### src/rtl/aes_block_serializer_if.sv
`default_nettype none
// +--------------------------------------------------------------------+
// | hwpe_stream_intf_stream : valid/ready word stream with byte strobes |
// | Rev 1.0                                                            |
// +--------------------------------------------------------------------+
interface hwpe_stream_intf_stream #(
  parameter int unsigned DATA_WIDTH = 32
);
  localparam int unsigned STRB_WIDTH = DATA_WIDTH / 8;

  logic [DATA_WIDTH-1:0] data;
  logic [STRB_WIDTH-1:0] strb;
  logic                  valid;
  logic                  ready;

  modport source (output data, output strb, output valid, input  ready);
  modport sink   (input  data, input  strb, input  valid, output ready);
  modport master (output data, output strb, output valid, input  ready);
  modport slave  (input  data, input  strb, input  valid, output ready);
endinterface
`default_nettype wire

### src/rtl/aes_block_serializer.sv
`default_nettype none
// +--------------------------------------------------------------------+
// | aes_block_serializer : 128-bit blocks -> 32-bit word stream         |
// | Rev 1.0                                                            |
// +--------------------------------------------------------------------+
module aes_block_serializer #(
  parameter int unsigned WORD_ORDER = 0,
  parameter int unsigned BYTE_SWAP  = 0,
  parameter int unsigned CNT_W      = 16
) (
  input  logic                   clk_i,
  input  logic                   rst_i,
  input  logic                   clear_i,
  input  logic                   start_i,
  input  logic [CNT_W-1:0]       nb_blocks_i,
  input  logic                   blk_valid_i,
  output logic                   blk_ready_o,
  input  logic [127:0]           blk_data_i,
  hwpe_stream_intf_stream.source words_o,
  output logic                   busy_o,
  output logic                   done_o,
  output logic [CNT_W-1:0]       blk_cnt_o
);

  typedef enum logic [1:0] {
    IDLE     = 2'd0,
    WAIT_BLK = 2'd1,
    SEND     = 2'd2,
    DONE     = 2'd3
  } state_e;

  state_e             state_q, state_d;
  logic [CNT_W-1:0]   nb_q, nb_d;
  logic [CNT_W-1:0]   cnt_q, cnt_d;
  logic [1:0]         idx_q, idx_d;
  logic [127:0]       hold_q, hold_d;
  logic               valid_q, valid_d;
  logic [31:0]        data_q, data_d;
  logic [3:0]         strb_q, strb_d;
  logic               busy_q, busy_d;
  logic               done_q, done_d;

  logic [CNT_W-1:0]   cnt_inc;
  logic               word_hs;
  logic               last_word_hs;
  logic               more_blocks;
  logic               blk_hs;

  // Word idx counts output order; the reversed order picks from the top slice.
  function automatic logic [31:0] sel_word(input logic [127:0] blk, input logic [1:0] idx);
    logic [1:0]  pos;
    logic [31:0] w;
    pos = (WORD_ORDER != 0) ? ~idx : idx;
    w   = blk[{pos, 5'b00000} +: 32];
    if (BYTE_SWAP != 0) begin
      w = {w[7:0], w[15:8], w[23:16], w[31:24]};
    end
    return w;
  endfunction

  assign cnt_inc      = cnt_q + {{(CNT_W-1){1'b0}}, 1'b1};
  assign word_hs      = valid_q & words_o.ready;
  assign last_word_hs = (state_q == SEND) & word_hs & (idx_q == 2'd3);
  assign more_blocks  = (cnt_inc != nb_q);
  assign blk_ready_o  = (state_q == WAIT_BLK) | (last_word_hs & more_blocks);
  assign blk_hs       = blk_valid_i & blk_ready_o;

  always_comb begin
    state_d = state_q;
    nb_d    = nb_q;
    cnt_d   = cnt_q;
    idx_d   = idx_q;
    hold_d  = hold_q;
    valid_d = valid_q;
    data_d  = data_q;

    case (state_q)
      IDLE: begin
        if (start_i) begin
          cnt_d = '0;
          if (nb_blocks_i != '0) begin
            nb_d    = nb_blocks_i;
            state_d = WAIT_BLK;
          end else begin
            state_d = DONE;
          end
        end
      end
      WAIT_BLK: begin
        if (blk_hs) begin
          hold_d  = blk_data_i;
          idx_d   = 2'd0;
          data_d  = sel_word(blk_data_i, 2'd0);
          valid_d = 1'b1;
          state_d = SEND;
        end
      end
      SEND: begin
        if (word_hs) begin
          if (idx_q != 2'd3) begin
            idx_d  = idx_q + 2'd1;
            data_d = sel_word(hold_q, idx_q + 2'd1);
          end else begin
            cnt_d = cnt_inc;
            if (!more_blocks) begin
              valid_d = 1'b0;
              state_d = DONE;
            end else if (blk_hs) begin
              // Reload in the same cycle keeps the stream gap-free across blocks.
              hold_d = blk_data_i;
              idx_d  = 2'd0;
              data_d = sel_word(blk_data_i, 2'd0);
            end else begin
              valid_d = 1'b0;
              state_d = WAIT_BLK;
            end
          end
        end
      end
      DONE: begin
        state_d = IDLE;
      end
      default: begin
        state_d = IDLE;
      end
    endcase

    busy_d = (state_d != IDLE);
    done_d = (state_d == DONE);
    strb_d = valid_d ? 4'hF : 4'h0;

    if (clear_i) begin
      state_d = IDLE;
      nb_d    = '0;
      cnt_d   = '0;
      idx_d   = 2'd0;
      hold_d  = '0;
      valid_d = 1'b0;
      data_d  = '0;
      strb_d  = 4'h0;
      busy_d  = 1'b0;
      done_d  = 1'b0;
    end
  end

  always_ff @(posedge clk_i or posedge rst_i) begin
    if (rst_i) begin
      state_q <= IDLE;
      nb_q    <= '0;
      cnt_q   <= '0;
      idx_q   <= 2'd0;
      hold_q  <= '0;
      valid_q <= 1'b0;
      data_q  <= '0;
      strb_q  <= 4'h0;
      busy_q  <= 1'b0;
      done_q  <= 1'b0;
    end else begin
      state_q <= state_d;
      nb_q    <= nb_d;
      cnt_q   <= cnt_d;
      idx_q   <= idx_d;
      hold_q  <= hold_d;
      valid_q <= valid_d;
      data_q  <= data_d;
      strb_q  <= strb_d;
      busy_q  <= busy_d;
      done_q  <= done_d;
    end
  end

  assign words_o.valid = valid_q;
  assign words_o.data  = data_q;
  assign words_o.strb  = strb_q;
  assign busy_o        = busy_q;
  assign done_o        = done_q;
  assign blk_cnt_o     = cnt_q;

endmodule
`default_nettype wire

### src/flat_wrapper.sv
// flat-port wrapper written by rule: the top's interface ports become plain ports
module aes_block_serializer_flat 
#(
  parameter int unsigned WORD_ORDER = 0,
  parameter int unsigned BYTE_SWAP  = 0,
  parameter int unsigned CNT_W      = 16
)
  (clk_i, rst_i, clear_i, start_i, nb_blocks_i, blk_valid_i, blk_ready_o, blk_data_i, busy_o, done_o, blk_cnt_o, words_o_data, words_o_strb, words_o_valid, words_o_ready);
  hwpe_stream_intf_stream #(.DATA_WIDTH(32)) words_o_i ();
  input  logic clk_i;
  input  logic rst_i;
  input  logic clear_i;
  input  logic start_i;
  input  logic [CNT_W-1:0] nb_blocks_i;
  input  logic blk_valid_i;
  output logic blk_ready_o;
  input  logic [127:0] blk_data_i;
  output logic busy_o;
  output logic done_o;
  output logic [CNT_W-1:0] blk_cnt_o;
  output wire logic [$bits(words_o_i.data)-1:0] words_o_data;
  output wire logic [$bits(words_o_i.strb)-1:0] words_o_strb;
  output wire logic [$bits(words_o_i.valid)-1:0] words_o_valid;
  input wire logic [$bits(words_o_i.ready)-1:0] words_o_ready;
  assign words_o_data = words_o_i.data;
  assign words_o_strb = words_o_i.strb;
  assign words_o_valid = words_o_i.valid;
  assign words_o_i.ready = words_o_ready;
  aes_block_serializer #(.WORD_ORDER(WORD_ORDER), .BYTE_SWAP(BYTE_SWAP), .CNT_W(CNT_W)) u_core (.clk_i(clk_i), .rst_i(rst_i), .clear_i(clear_i), .start_i(start_i), .nb_blocks_i(nb_blocks_i), .blk_valid_i(blk_valid_i), .blk_ready_o(blk_ready_o), .blk_data_i(blk_data_i), .words_o(words_o_i), .busy_o(busy_o), .done_o(done_o), .blk_cnt_o(blk_cnt_o));
endmodule
### config.mk
export PLATFORM = sky130hd
export DESIGN_NAME = aes_block_serializer_flat
export DESIGN_NICKNAME = d
export VERILOG_FILES = /design/src/rtl/aes_block_serializer_if.sv /design/src/rtl/aes_block_serializer.sv /design/src/flat_wrapper.sv
export SDC_FILE = /design/constraint.sdc
export NUM_CORES = 1
export LEC_CHECK = 0
export BUFFER_PORTS_ARGS = -buffer_cell sky130_fd_sc_hd__buf_2
export CAP_MARGIN = 20
export CORE_AREA = 5 5 254 132
export DETAILED_ROUTE_END_ITERATION = 12
export DIE_AREA = 0 0 259 137
export PLACE_DENSITY_LB_ADDON = 0.15
export SYNTH_ARGS = -nofsm -noshare
export SYNTH_HDL_FRONTEND = slang
export SYNTH_SLANG_ARGS = --single-unit
### constraint.sdc
create_clock -name clk_i -period 17.1 [get_ports clk_i]
set_input_delay 0 -clock clk_i [delete_from_list [all_inputs] [get_ports clk_i]]
set_output_delay 0 -clock clk_i [all_outputs]
set_load 0.01 [all_outputs]
==> results of run 1 <==
-- cells in the final DEF, fill, tap and decap left out, drive strengths merged, types with 3 or more instances in the layout --
cell type    netlist  final
nand2            284    284
buf               27    218
dfrtp            199    199
dlygate4sd3        0    146
mux2i            129    129
nor2              52     52
inv               39     44
a211oi            35     35
mux4              32     32
o22a              32     32
o21ai             27     27
clkbuf            64     19
a22o              17     17
xnor2             15     15
nor4              12     12
a21oi             10     10
nor2b              9      9
nor3               9      9
nand3              9      9
nand4              8      8
o31ai              6      6
a31oi              6      6
and2               5      5
bufinv             0      5
xor2               5      5
ha                 5      5
o21a               4      4
and3               4      4
o41ai              3      3
and4               3      3
clkinv             0      3
-- metal layers --
metal  share of wire, %  vias to the layer above  GRT usage (%)
met4                1.0                        2           4.24
met2                 43                      232           29.4
met1                 50                     4599           30.4
met5              0.037                        -              0
li1                   -                     4318              -
met3                5.4                       25           4.22
-- state kept, by name (all words and copies together), names as in the netlist, 2 cells and up --
| name | cells |
|---|---|
| u_core.hold_q | 128 |
| u_core.words_o.data | 32 |
| u_core.blk_cnt_o | 16 |
| u_core.nb_q | 16 |
| u_core.idx_q | 2 |
| u_core.state_q | 2 |
-- repair_timing --
item / 4_1_cts / 5_1_grt
setup buffers: 0 / 0
hold buffers: 146 / 0
endpoints found under the hold margin: 264 / 0
-- area by class of cell --
cell class / count / area share [%]
clock buffers: 19 / 3.13
clock inverters: 13 / 1.52
inverters: 39 / 1.14
multi-input cells: 746 / 36.7
flip-flops and latches: 199 / 35.2
well taps: 432 / 3.82
repair buffers: 364 / 18.5
-- kinds of logic (layout without fill, tap and decap cells) --
family,after synthesis,count (layout)
AOI/OAI and AO/OA,157,157
xor gates and xnor gates,20,20
adders and majority gates,5,5
buffers and inverters,130,435
DFF,199,199
muxes,161,161
and+or+nand+nor,403,403
-- critical path, stage by stage (launching register included) --
cell	delay, ps
dfrtp_1	470
ha_1	330
and4_1	420
nand3_1	170
a221oi_1	310
nor4_2	110
nand2b_1	240
or3_1	350
a31o_4	770
buf_4	850
mux2i_1	280
-- power groups by stage --
stage               clock network, mW  registers (mW)  logic, mW
floorplan                           0           0.595      0.283
global placement                    0           0.602      0.433
detailed placement                  0           0.602      0.442
CTS                             0.474           0.594      0.470
global route                    0.494           0.604      0.510
finish                          0.464           0.595      0.467
-- worst max path at each step --
| stage | start | endpoint | slack [ps] | depth (start not counted) |
|---|---|---|---|---|
| 5_1_grt | u_core.blk_cnt_o[0] | u_core.hold_q[56] | 12270 | 10 |
| 4_1_cts | u_core.blk_cnt_o[0] | u_core.hold_q[79] | 12600 | 10 |
| 6_report | u_core.blk_cnt_o[0] | u_core.hold_q[119] | 12590 | 10 |
| 2_1_floorplan | rst_i | u_core.blk_cnt_o[0] | 11670 | 1 |
| 3_5_place_dp | u_core.blk_cnt_o[0] | u_core.hold_q[120] | 12660 | 10 |
| 3_3_place_gp | u_core.blk_cnt_o[0] | u_core.hold_q[57] | 12810 | 10 |
-- stage by stage --
stage	instance area [µm²]	total power, mW	utilization, %
2_1_floorplan	10700	0.878	-
3_3_place_gp	12000	1.03	38.5
3_5_place_dp	12000	1.04	38.6
4_1_cts	14100	1.54	45.4
5_1_grt	14100	1.61	45.4
6_report	14100	1.53	45.4
==> run metrics, run 1 <==
critical path fanouts, max 53; gr ovfl total 0; Comb pwr share a little under a third; full die area 0.0355 mm²; clock skew 15.7 ps; ys flop type dfrtp_1; Final nets 1522; r2r setup slk 12590 ps; vias between 9000 and 10000; core region area between 0.03 and 0.04 mm²; input/output buffers slightly above 200; Post-synth EDFFs 0; status complete, no violations; placed instance count 1634; Peak VDD IR 0.0730 mV; Syn Inst Count 1075; Non-Filler Instances 1812; post-synthesis adder-cell area fraction 0.586%; Req. time, crit path between 15000 and 20000 ps; fin crit period 4510 ps; vias in the first global route 9261; Slew headroom 28.7%; Initial Util 34.3%; number of placed I/O pins 206; cts bufs inserted 17; Setup Slack @ Placement 12660 ps; worst flop-to-flop path endpoint u_core.hold_q[119]; final WL 35400 µm; most common cell in the synthesized netlist nand2_1; min-delay src start_i; TritonCTS clock tree yes; DRT iter0 DRCs approximately 620; Die Width 259 µm; Final WS setup 12590 ps; R2R Path Start u_core.blk_cnt_o[0]; sw frac 33.7%; CTS sink count 199; Ant. Diodes 0; Ys Warns 0; final hold violations 0; Compound-Gate Fraction of Synth Area 10.9%; post-synthesis instance area 0.0107 mm²; CTS resizes 0; DRC Markers 0; f_max 0.222 GHz; CTS Root Cell clkbuf_16; largest net degree at the start of global routing 163; Net Switching ~0.5 mW; layout cell share with drive strength beyond 1 a little over a fifth; initial antenna violation count 1; Clock Power Share between 30 and 40%; drt pass-1 iters 5; chip height 137 µm; multiplexer area fraction after synthesis between 10% and 20%; Hold Path Depth 6; RSZ-0062 raised after global routing no; Reg power frac about two fifths; mean post-synth cell area 9.94 µm²; Worst-Margin Slew 1070 ps; period utilization 26.3%; Cell Int Power 1.01 mW; CTS H-tree depth 4; post-synthesis xor/xnor area fraction 1.71%; Synth top cells by count nand2_1 (284), dfrtp_1 (199), mux2i_1 (129), clkbuf_1 (64), nor2_1 (52); simple-gate share of the synthesized area around 16%; Register Area 0.00498 mm²; Fin Hold WS 56.7 ps; DR WL/cell 19.5 µm; Post-DP HPWL around 23000 µm; CP Capture Type register; Rows 46; share of the synthesized area in the top cell type 46.6%; Post-synth ARST share 100%; synth-to-layout area growth 32.5%; Clk pin slew, worst setup/hold paths around 70 ps; Area contributors post-synth dfrtp_1 (47%), mux2i_1 (12%), nand2_1 (10%), mux4_2 (6.7%), o22a_1 (2.6%); Hold Path Class in2reg; GRT Overall Usage between 20 and 25%; Max Slew Vio Count 0; sequential fraction of the synthesis area 46.6%; largest area contributor in the netlist dfrtp_1; worst-skew pair later-pin latency 450 ps; first-pass GRT wire length 55000 µm; # Max-Cap Violations 0; setup violators final 0; Worst Hold End u_core.state_q[1]; Critical Path Start Type register; syn nets between 1000 and 1500; main combinational cell family by area after synthesis multiplexers; Fin Setup TNS 0 ps; worst-case reg-to-reg path depth 10; vias per cell 5.06; FF+latch count, synth 199; Yosys cell types 55; Placer Congestion around 0.9; leakage approximately 6.7 nW; footprint of the multi-input gates 0.00519 mm²; Crit Path Category reg2reg; fillers 2951; final antenna-violating net count 0; Critical Path AT 4870 ps; clock buffer depth 2; Pwr Density 108 mW/mm²
(Power assumes the default switching activity.)
==> run 2: changes to the inputs <==
- clock period: 17.1 -> 4.5 ns (I/O delays scaled with it)
==> run 2 against run 1 <==
Routed wire length increased by 1.2%; global-route usage increased by 0.22 points; first-iteration DRC count increased by 17%; cell count increased by 0.22%; via count decreased by 0.96%; power increased to 3.7 times the previous value; largest cell class unchanged.
==> run metrics, run 2 (same netlist as run 1, synthesis figures left out) <==
status complete, no violations; worst flop-to-flop path endpoint u_core.hold_q[58]; largest net degree at the start of global routing 165 (+1.2%); Placer Congestion 0.867 (-5.9%); initial antenna violation count 1 (unchanged); critical path capture point u_core.hold_q[58]; worst-case reg-to-reg path depth 10 (unchanged); total power draw 5.60 mW (+270%); Clk pin slew, worst setup/hold paths 70 ps (about the same); cts hold-fix bufs 146 (unchanged); Die Width 259 µm (unchanged); Post-DP HPWL 23400 µm (+3.4%); number of placed I/O pins 206 (unchanged); full die area 0.0355 mm² (unchanged); Final WS setup 517 ps (-12080 ps); leakage 6.68 nW (-0.15%); CTS Root Cell clkbuf_16; Setup Slack @ Placement 553 ps (-12100 ps); most common cell after layout, fill and taps aside nand2_1; max reg flops 128 (unchanged); CTS H-tree depth 4 (unchanged); DRT iter0 DRCs 725 (+17%); vias in the first global route 9100 (-1.7%); start point of the critical path u_core.blk_cnt_o[1]; clock skew 11.1 ps (-4.60 ps); placed cell area 0.0121 mm² (+0.51%); TritonCTS clock tree yes; core region area 0.0311 mm² (unchanged); CP Capture Type register; Max Slew Vio Count 0 (unchanged); Fin Setup TNS 0 ps (unchanged); Layout Utilization 45.4% (-0.072 points); Clock Power Share 27.9% (-2.5 points); CTS sink count 199 (unchanged); GRT Overall Usage 20.2% (+0.22 points); Critical Path Start Type register; Cell Int Power 3.71 mW (+270%); Reg power frac 40.3% (+1.3 points); vias per cell 5.00 (-1.2%); fin crit period 3980 ps (-523 ps); Initial Util 34.3% (unchanged); DRC Markers 0 (unchanged); Non-Filler Instances 1816 (+0.22%); cell area after layout 0.0141 mm² (-0.16%); RSZ-0062 raised after global routing no; most frequent cells in the layout nand2_1 (284), buf_2 (205), dfrtp_1 (198); layout cell share with drive strength beyond 1 21.7% (+0.098 points); f_max 0.251 GHz (+13%); drt pass-1 iters 5 (unchanged); vias 9088 (-0.96%); Req. time, crit path 4850 ps (-12610 ps); fillers 2950 (-0.034%); Hold Path Class in2reg; sw frac 33.8% (+0.047 points); Comb pwr share 31.8% (+1.2 points); footprint of the multi-input gates 0.00519 mm² (unchanged); post-CTS setup buffers 0 (unchanged); # Max-Cap Violations 0 (unchanged); CTS resizes 0 (unchanged); synth-to-layout area growth 32.2%; first-pass GRT wire length 55400 µm (+0.74%); Final nets 1529 (+0.46%); R2R Path Start u_core.blk_cnt_o[1]; input/output buffers 205 (unchanged); cts bufs inserted 17 (unchanged); Peak VDD IR 0.278 mV (+280%); worst-skew pair later-pin latency 440 ps (about the same); Pwr Density 396 mW/mm² (+270%); Worst-Margin Slew 1000 ps (-66.2 ps); gr ovfl total 0 (unchanged); final hold violations 0 (unchanged); Critical Path AT 4330 ps (-540 ps); setup violators final 0 (unchanged); placed instance count 1641 (+0.43%); clock buffer depth 2 (unchanged); Register Area 0.00498 mm² (unchanged); chip height 137 µm (unchanged); r2r setup slk 520 ps (-12080 ps); DR WL/cell 19.7 µm (+1.0%); largest reg by FF count u_core.hold_q; Crit Path Category reg2reg; final antenna-violating net count 0 (unchanged); Slew headroom 33.1% (+4.4 points); Net Switching 1.89 mW (+270%); period utilization 88.5% (+62 points); critical path fanouts, max 36 (-32%); Rows 46 (unchanged); final WL 35800 µm (+1.2%); Fin Hold WS 75.3 ps (+18.6 ps)
-- run 2: changes by cell type in the layout (fill, tap and decap cells not counted) --
cell,change
diode_2,+1
clkinvlp_4,+2
inv_8,-2
buf_4,+6
clkbuf_1,+1
buf_12,+1
bufinv_16,-2
inv_6,-3
-- run 2: metal layers --
metal	vias to the layer above	routed length [µm]	track usage (%)
li1	4336	-	-
met3	24	1780	4.26
met2	230	15400	29.1
met5	-	0	0
met4	0	448	4.51
met1	4498	18200	31.1
-- run 2: worst max-delay path: stages (launching register included) --
cell,delay (ps)
dfrtp_1,460
ha_1,350
and4_1,390
nand3_1,160
a221oi_1,330
nor4_2,120
nand2b_1,230
or3_1,350
a31o_4,720
buf_4,500
mux2i_1,260
-- run 2: worst min-delay path by stage --
| stage | start | endpoint | cells past startpoint |
|---|---|---|---|
| after CTS | start_i | u_core.state_q[1] | 6 |
| after global placement | rst_i | u_core.hold_q[96] | 2 |
| after detailed placement | rst_i | u_core.hold_q[96] | 2 |
| after floorplan | nb_blocks_i[0] | u_core.nb_q[0] | 1 |
| after global routing | words_o_ready | u_core.idx_q[0] | 4 |
| final | start_i | u_core.state_q[1] | 6 |
-- run 2: final cells by class --
class / count / area share (%)
sequential: 199 / 35.3
tap: 432 / 3.83
clock buffer: 20 / 3.16
timing repair buffer: 371 / 18.9
antenna: 1 / 0.0177
inverter: 39 / 1.12
clock inverter: 8 / 0.886
multi-input combinational: 746 / 36.8
-- run 2: power groups by stage --
stage          Sequential, mW  Clock (mW)  Combinational (mW)
6_report                 2.26        1.56                1.78
5_1_grt                  2.29        1.68                1.93
4_1_cts                  2.25        1.61                1.79
3_5_place_dp             2.28           0                1.69
3_3_place_gp             2.28           0                1.68
2_1_floorplan            2.26           0                1.08
==> run 3: changes to the inputs <==
- CELL_PAD_IN_SITES_DETAIL_PLACEMENT: unset -> 2
- CELL_PAD_IN_SITES_GLOBAL_PLACEMENT: unset -> 2
==> run 3 against run 2 <==
Clock-buffer cell count is 2 lower; critical path type unchanged; critical endpoint is now u_core.hold_q[112]; via count rose by 5.2%; largest cell class unchanged; clock skew is 2.7 ps higher; sequential power is essentially flat; largest power group unchanged; utilization is 0.093 points higher.
==> run metrics, run 3 (same netlist as run 1, synthesis figures left out) <==
status complete, no violations; Peak VDD IR 0.266 mV (-4.2%); setup violators final 0 (unchanged); Critical Path Start Type register; min-delay src blk_valid_i; input/output buffers 205 (unchanged); r2r setup slk 460 ps (-60 ps); CTS H-tree depth 4 (unchanged); layout cell share with drive strength beyond 1 22.2% (+0.50 points); largest reg by FF count u_core.hold_q; drt pass-1 iters 4 (-1); full die area 0.0355 mm² (unchanged); Hold Path Depth 3 (-3); leakage 6.69 nW (+0.18%); GRT Overall Usage 24.3% (+4.1 points); DRC Markers 0 (unchanged); RSZ-0062 raised after global routing no; clock buffer depth 2 (unchanged); Layout Utilization 45.5% (+0.093 points); f_max 0.247 GHz (-1.4%); CTS resizes 0 (unchanged); vias 9560 (+5.2%); Placer Congestion 0.919 (+6.1%); TritonCTS clock tree yes; Worst Hold End u_core.words_o.strb[2]; number of placed I/O pins 206 (unchanged); largest net degree at the start of global routing 100 (-39%); CP Capture Type register; fin crit period 4040 ps (+57.9 ps); gr ovfl total 0 (unchanged); cts bufs inserted 17 (unchanged); Critical Path AT 4400 ps (+70 ps); Initial Util 34.3% (unchanged); Rows 46 (unchanged); final antenna-violating net count 0 (unchanged); vias in the first global route 10788 (+19%); DR WL/cell 23.6 µm (+19%); DRT iter0 DRCs 566 (-22%); Slew headroom 23.3% (-9.7 points); Worst-Margin Slew 1150 ps (+142 ps); initial antenna violation count 0 (-1); final WL 42900 µm (+20%); worst-skew pair later-pin latency 450 ps (about the same); Req. time, crit path 4860 ps (about the same); Fin Setup TNS 0 ps (unchanged); period utilization 89.8% (+1.3 points); Clk pin slew, worst setup/hold paths 80 ps (about the same); # Max-Cap Violations 0 (unchanged); vias per cell 5.25 (+5.0%); most frequent cells in the layout nand2_1 (284), buf_2 (205), dfrtp_1 (198); Post-DP HPWL 27600 µm (+18%); Crit Path Category reg2reg; worst-case reg-to-reg path depth 10 (unchanged); Ant. Diodes 0 (-1); R2R Path Start u_core.blk_cnt_o[0]; max reg flops 128 (unchanged); synth-to-layout area growth 32.5%; final hold violations 0 (unchanged); Pwr Density 405 mW/mm² (+2.1%); CTS sink count 199 (unchanged); Final nets 1530 (+0.065%); Max Slew Vio Count 0 (unchanged); critical path fanouts, max 45 (+25%); core region area 0.0311 mm² (unchanged); worst flop-to-flop path endpoint u_core.hold_q[112]; chip height 137 µm (unchanged); most common cell after layout, fill and taps aside nand2_1; clock skew 13.8 ps (+2.71 ps); CTS Root Cell clkbuf_16; Hold Path Class in2reg; Die Width 259 µm (unchanged); first-pass GRT wire length 66300 µm (+20%)
run 3: cell types whose count changed in the layout (fill, tap and decap cells not counted), sizes merged, moves of 2 or more:
cell,previous run,this run
inv,39,41
clkinv,3,7
buf,225,227
clkbuf,20,18
run 3: what timing repair did:
item                                    4_1_cts  5_1_grt
hold buffers                                145        0
hold endpoints to repair                    208        0
buffers inserted                              0        0
endpoints found under the setup margin        0        0
run 3: how the worst max path moves through the flow:
stage | from | endpoint | cells past startpoint
2_1_floorplan | u_core.blk_cnt_o[0] | u_core.hold_q[32] | 15
3_3_place_gp | u_core.blk_cnt_o[0] | u_core.hold_q[89] | 10
3_5_place_dp | u_core.blk_cnt_o[0] | u_core.hold_q[112] | 10
4_1_cts | u_core.blk_cnt_o[0] | u_core.hold_q[112] | 10
5_1_grt | u_core.blk_cnt_o[0] | u_core.hold_q[112] | 10
6_report | u_core.blk_cnt_o[0] | u_core.hold_q[112] | 10
run 3: critical path: stages (launching register included):
cell	delay, ps
dfrtp_1	470
ha_1	380
nand4_1	300
xnor2_1	250
o41ai_1	90
a211oi_1	540
nand2b_1	350
or3_1	360
a31o_4	510
buf_12	360
mux2i_1	290
run 3: layout make-up:
class / instances / area [µm²]
clock inverters: 14 / 150
fillers: 3270 / 17000
multi-input cells: 746 / 5200
clock buffers: 18 / 429
repair buffers: 372 / 2690
well taps: 432 / 541
flip-flops and latches: 199 / 4980
inverters: 39 / 158
run 3: through the flow:
stage / std cells / setup slack [ps] / hold WS (ps) / power, mW / cell area (µm²)
4_1_cts: 1820 / 625 / 2.48 / 5.74 / 14200
2_1_floorplan: 1075 / 1300 / 133 / 3.34 / 10700
3_5_place_dp: 1643 / 645 / 240 / 4.02 / 12100
6_report: 1820 / 459 / 32.6 / 5.73 / 14200
3_3_place_gp: 1643 / 862 / 222 / 3.96 / 12100
5_1_grt: 1820 / 230 / 55.3 / 6.03 / 14200
run 3: metal layers:
metal / vias to the layer above / part of all wire (%) / global-route usage (%)
met5: - / 0 / 0
li1: 4330 / - / -
met4: 0 / 1.3 / 5.31
met3: 38 / 4.0 / 4.92
met2: 203 / 46 / 39.1
met1: 4989 / 48 / 34.4
run 3: power breakdown:
group	total (mW)	switching, mW	internal (mW)
logic	1.87	1.08	0.788
clock network	1.62	0.788	0.827
registers	2.24	0.194	2.05
